File: config.mk
export PLATFORM = sky130hd
export DESIGN_NAME = store_buffer
export DESIGN_NICKNAME = d
export VERILOG_FILES = /design/src/rtl/store_buffer.sv
export SDC_FILE = /design/constraint.sdc
export NUM_CORES = 1
export LEC_CHECK = 0
export CORE_ASPECT_RATIO = 1.1
export CORE_MARGIN = 3
export CORE_UTILIZATION = 35
export CTS_BUF_LIST = sky130_fd_sc_hd__clkbuf_4 sky130_fd_sc_hd__clkbuf_8
export DETAILED_ROUTE_END_ITERATION = 8
export PLACE_DENSITY_LB_ADDON = 0.08
export REMOVE_ABC_BUFFERS = 1
export SYNTH_ARGS = -nofsm -noshare
export SYNTH_HDL_FRONTEND = slang
export SYNTH_SLANG_ARGS = --single-unit
export TNS_END_PERCENT = 30
File: constraint.sdc
create_clock -name clk -period 8.1 [get_ports clk]
set_input_delay 0.81 -clock clk [delete_from_list [all_inputs] [get_ports clk]]
set_output_delay 0.81 -clock clk [all_outputs]
set_load 0.03 [all_outputs]
File: src/rtl/store_buffer.sv
// store_buffer: circular FIFO of pending CPU stores draining to data memory.
// Define STORE_BUFFER_FORWARD_EN to enable load-address forwarding from pending entries.
module store_buffer #(
    parameter int DEPTH = 4,
    parameter int AW    = 32
) (
    input  logic          clk,
    input  logic          reset,
    input  logic          memwrite,
    input  logic [AW-1:0] dataadr,
    input  logic [31:0]   writedata,
    output logic          stall,
    output logic          mem_valid,
    output logic [AW-1:0] mem_addr,
    output logic [31:0]   mem_wdata,
    input  logic          mem_ready,
    output logic          empty,
    output logic          misalign,
    input  logic [AW-1:0] ldaddr,
    output logic          fwd_hit,
    output logic [31:0]   fwd_data
);
    localparam int PW = $clog2(DEPTH);
    logic [AW-1:0] r_addr [DEPTH];
    logic [31:0]   r_data [DEPTH];
    logic [PW-1:0] r_head, r_tail;
    logic [PW:0]   r_count;
    logic          r_misalign;
    logic          w_push, w_pop;
    // Full stalls regardless of a same-cycle pop, so stall depends on count only.
    assign stall     = memwrite && (r_count == (PW+1)'(DEPTH));
    assign mem_valid = r_count != '0;
    assign empty     = r_count == '0;
    assign mem_addr  = mem_valid ? r_addr[r_head] : '0;
    assign mem_wdata = mem_valid ? r_data[r_head] : '0;
    assign misalign  = r_misalign;
    assign w_push    = memwrite && !stall;
    assign w_pop     = mem_valid && mem_ready;
    always_ff @(posedge clk) begin
        if (reset) begin
            r_head     <= '0;
            r_tail     <= '0;
            r_count    <= '0;
            r_misalign <= 1'b0;
        end else begin
            if (w_push) begin
                r_addr[r_tail] <= dataadr;
                r_data[r_tail] <= writedata;
                r_tail         <= r_tail + 1'b1;
                if (dataadr[1:0] != 2'b00) r_misalign <= 1'b1;
            end
            if (w_pop) r_head <= r_head + 1'b1;
            if (w_push && !w_pop) r_count <= r_count + 1'b1;
            else if (!w_push && w_pop) r_count <= r_count - 1'b1;
        end
    end
`ifdef STORE_BUFFER_FORWARD_EN
    // Scan oldest to youngest so the youngest match wins.
    always_comb begin
        logic [PW-1:0] w_idx;
        fwd_hit  = 1'b0;
        fwd_data = '0;
        w_idx    = '0;
        for (int k = 0; k < DEPTH; k++) begin
            w_idx = r_head + PW'(k);
            if (((PW+1)'(k) < r_count) && (r_addr[w_idx] == ldaddr)) begin
                fwd_hit  = 1'b1;
                fwd_data = r_data[w_idx];
            end
        end
    end
`else
    logic w_unused;
    assign w_unused = ^ldaddr;
    assign fwd_hit  = 1'b0;
    assign fwd_data = '0;
`endif
endmodule

=== After elaboration in Yosys (flattened, before gate mapping) ===
Memories as Yosys holds them, arrays and structs flattened. A register that Yosys moved wholly into a read port is not among the register bits.
Cells that the tools add are included.
W data, S select, Z words.

* Flip-flop bits (word level): 8
* RAM bits: 256
* Logic and storage cells: 35
* Memories: 2

* Add/subtract/negate cells: 4
* Equal/unequal tests: 1
* Muxes and demuxes: 11
* Reductions and logical operators: 13

{| class="wikitable"
|+ Memory list
! memory !! depth !! width !! read ports !! clocked after memory_dff !! wr ports !! line !! source
|-
| r_addr || 4 || 32 || 1 || 1 || 1 || 24 || <nowiki>logic [AW-1:0] r_addr [DEPTH];</nowiki>
|-
| r_data || 4 || 32 || 1 || 1 || 1 || 25 || <nowiki>logic [31:0] r_data [DEPTH];</nowiki>
|}

{| class="wikitable"
|+ Operators with widths
! cell !! count
|-
| $mux W32 || 2
|-
| $mux W2 || 4
|-
| $mux W3 || 2
|-
| $logic_and A1 B1 Y1 || 5
|-
| $add A2 B1 Y2 const B || 2
|-
| $reduce_bool A2 Y1 || 2
|-
| $add A3 B1 Y3 const B || 1
|-
| $eq A3 B3 Y1 const B || 1
|-
| $logic_not A1 Y1 || 3
|-
| $logic_not A3 Y1 || 1
|-
| $mux W1 || 3
|-
| $reduce_bool A3 Y1 || 1
|-
| $sub A3 B1 Y3 const B || 1
|-
| $reduce_and A2 Y1 || 1
|}

=== Depth between registers and ports, before layout ===
* Depth after elaboration: 8
* Depth in mapped cells: 9
* Depth with buffers taken out: 9

=== Worst setup path before layout ===
OpenSTA, ideal clock, no wires.

* Kind: input port to flip-flop
* Start: input reset
* End: memory r_addr[0][0], enable pin
* Setup time: 578 ps
* Arrival: 5733 ps
* Data required time: 7522 ps
* Setup slack: 1789 ps
* Stages: 2
* Cell sequence: clkbuf_1 > nor3b_1

* Word-level cells in the longest chain between the ends: 2

{| class="wikitable"
|+ RTL lines
! item !! line !! source
|-
| start: declaration || 8 || <nowiki>input logic reset,</nowiki>
|-
| $mux W1 || 40 || <nowiki>if (reset) begin</nowiki>
|-
| $mux W1 (implied by the code) || 47 || <nowiki>r_addr[r_tail] <= dataadr;</nowiki>
|-
| end: declaration || 24 ||
|}

Every way passes these cells.

==> flow_metrics.tcl <==
set metrics [dict create \
    final_common_cell "edfxtp_1" \
    fmax_ghz 0.233 \
    worst_pin_slew_ps 1090 \
    period_share_pct 52.9 \
    relSlewSlack_pct 27.0 \
    clkTransAtPathRegs_ps 60 \
    num_io_pins 201 \
    period_needed_ps 4290 \
    first_global_vias 5556 \
    layout_common_cells "edfxtp_1 (256), clkdlybuf4s50_1 (135), mux4_2 (64), nor2b_1 (64), clkbuf_8 (46)" \
    arrival_ps 3480 \
    pwr-share-clk_pct 25.3 \
    wl_um 21000 \
    area_growth_pct 23.5 \
    finalWeightedCongestion 0.674 \
    grt_pass1_wl_um 32400 \
    initial_core_util_pct 36.0 \
    end_kind "primary output" \
    hold_ws_ps 488 \
    clkSinkCount 266 \
    post_cts_buffers 0 \
    drive_gt1_share_pct 21.4 \
    combPwrFrac_pct 36.0 \
    postSynthCellCount 495 \
    first_pass_iters 4 \
    die-width_um 171 \
    rsz0062_at_grt "false" \
    rows 65 \
    die_area_mm2 0.0320 \
    ys_warn_count 0 \
    hold_violations 0 \
    vias_per_cell 4.77 \
    critPathKind "register to primary output" \
    drtIter0Drc 285 \
    vdd_ir_drop_max_v 0.000490 \
    clockRootBuffer "clkbuf_8" \
    nFillCells 2569 \
    crit_required_ps 7290 \
    die_y_um 187 \
    leakagePower_nw 4.14 \
    synth_area_leaders "edfxtp_1 (74%), mux4_2 (14%), nor2b_1 (3.8%), buf_4 (2.4%), dfxtp_1 (1.9%)" \
    status "completed" \
    antenna_found_initial 1 \
    slew_viol_final 0 \
    cts_buffers 44 \
    crit_fanout 34 \
    grt_overflow_total 0 \
    grt_max_degree 68 \
    finalPower_mw 4.38 \
    cts.hold.buffers_added 0 \
    synth_top_area_share_pct 73.5 \
    fin_cells 1059 \
    place_hpwl_um 11500 \
    synth_cell_type_count 29 \
    cts_tree "built" \
    core_area_mm2 0.0290 \
    wl_per_cell_um 19.8 \
    multiInputGateArea_mm2 0.00229 \
    drt_drc_violations_left 0 \
    setup-tns-final_ps 0 \
    nets 769 \
    dp.cells 985 \
    power.density_mw_per_mm2 339 \
    max-cap-violations 0 \
    clock_path_buffers 3 \
    finalClockSkew_ps 20.9 \
    power.internal_mw 2.91 \
    p_sw_mw 1.47 \
    power_frac_seq_pct 38.7 \
    register_area_mm2 0.00790 \
    yosys.area.top_type "edfxtp_1" \
    startpoint_type "register" \
    via_count 5055 \
    track_usage_pct 13.3 \
    switching_share_pct 33.7 \
    ant_nets 0 \
    netlist_area_mm2 0.0105 \
    ys_seq_area_share_pct 75.5 \
    cts_resized 0 \
    htree_levels 2 \
    yosys_register_bits 266 \
    diodes 0 \
    synth.avg_cell_area_um2 21.1 \
    clk_latency_ps 530 \
    io_buffers 135 \
    hold_class "register to register" \
    setup_violations 0 \
]
-- state kept, by name, indices dropped and copies added (netlist names), named ones only --
signal / cells
r_data: 128
misalign: 1
r_tail: 2
r_head: 2
r_addr: 128
r_count: 3
-- final cells by class --
cell class	count	area share [%]
Multi-Input combinational cell	200	17.7
Clock buffer	61	5.77
Inverter	6	0.174
Timing Repair Buffer	145	11.0
Sequential cell	266	61.1
Tap cell	368	3.57
Clock inverter	13	0.601
-- worst paths after layout --
check	from	endpoint	slack, ps	cells after the start
worst min-delay path	r_head[1]	register	490	2
worst max register to register	r_count[1]	r_count[2]	5880	7
worst min register to register	r_head[1]	register	490	2
worst max-delay path	register	mem_addr[3]	3810	4
-- metrics by stage --
step / setup slack (ps) / util, % / cell area [um2]
after detailed placement: 4220 / 41.6 / 12100
after global placement: 4210 / 41.6 / 12100
after floorplan: 1930 / - / 10200
after global routing: 3500 / 44.5 / 12900
after CTS: 3620 / 44.5 / 12900
final: 3810 / 44.5 / 12900
-- routing by layer --
metal / GRT usage [%] / vias to the layer above / wire length, um
met5: 0 / - / 12
met4: 4.15 / 2 / 429
met3: 3.06 / 39 / 1070
met2: 22.3 / 168 / 10600
met1: 17.2 / 2613 / 8890
li1: - / 2233 / -
-- cells in the mapped netlist --
master	n
and3_1	1
nand2_1	2
ha_1	5
edfxtp_1	256
nor2b_1	64
clkbuf_1	3
fa_1	1
mux4_2	64
nor3_1	1
xor2_1	3
o21ai_0	2
inv_1	5
clkbuf_2	2
o21a_1	1
or3_1	2
mux2_2	1
dfxtp_1	10
nand2b_1	2
buf_6	7
nor2_1	8
o31ai_1	1
nor3b_1	4
buf_2	10
mux2i_1	2
o31ai_4	1
conb_1	1
buf_4	33
a21oi_1	2
inv_2	1
-- critical path, stage by stage (launching register included) --
cell and delay (ps):
dfxtp_4 770, buf_4 730, mux4_2 590, nor2b_1 170
clkdlybuf4s50_1 650
-- power groups by stage --
stage | Clock, mW | Combinational, mW | Sequential, mW
floorplan | 0 | 0.955 | 1.74
global placement | 0 | 1.61 | 1.72
detailed placement | 0 | 1.62 | 1.73
CTS | 1.15 | 1.62 | 1.70
global route | 1.22 | 1.68 | 1.71
finish | 1.11 | 1.58 | 1.70
-- cell families (layout without fill, tap and decap cells) --
logic type	after synthesis	after routing	share of synthesized area, %
mux	67	67	14.1
flops	266	266	75.5
buf+inv	61	225	4.02
xor+xnor	3	3	0.251
fa+ha+maj	6	6	0.790
simple gates	84	84	4.82
compound gates	7	7	0.539
other cells	1	33	0.0359
(Power assumes the default switching activity.)
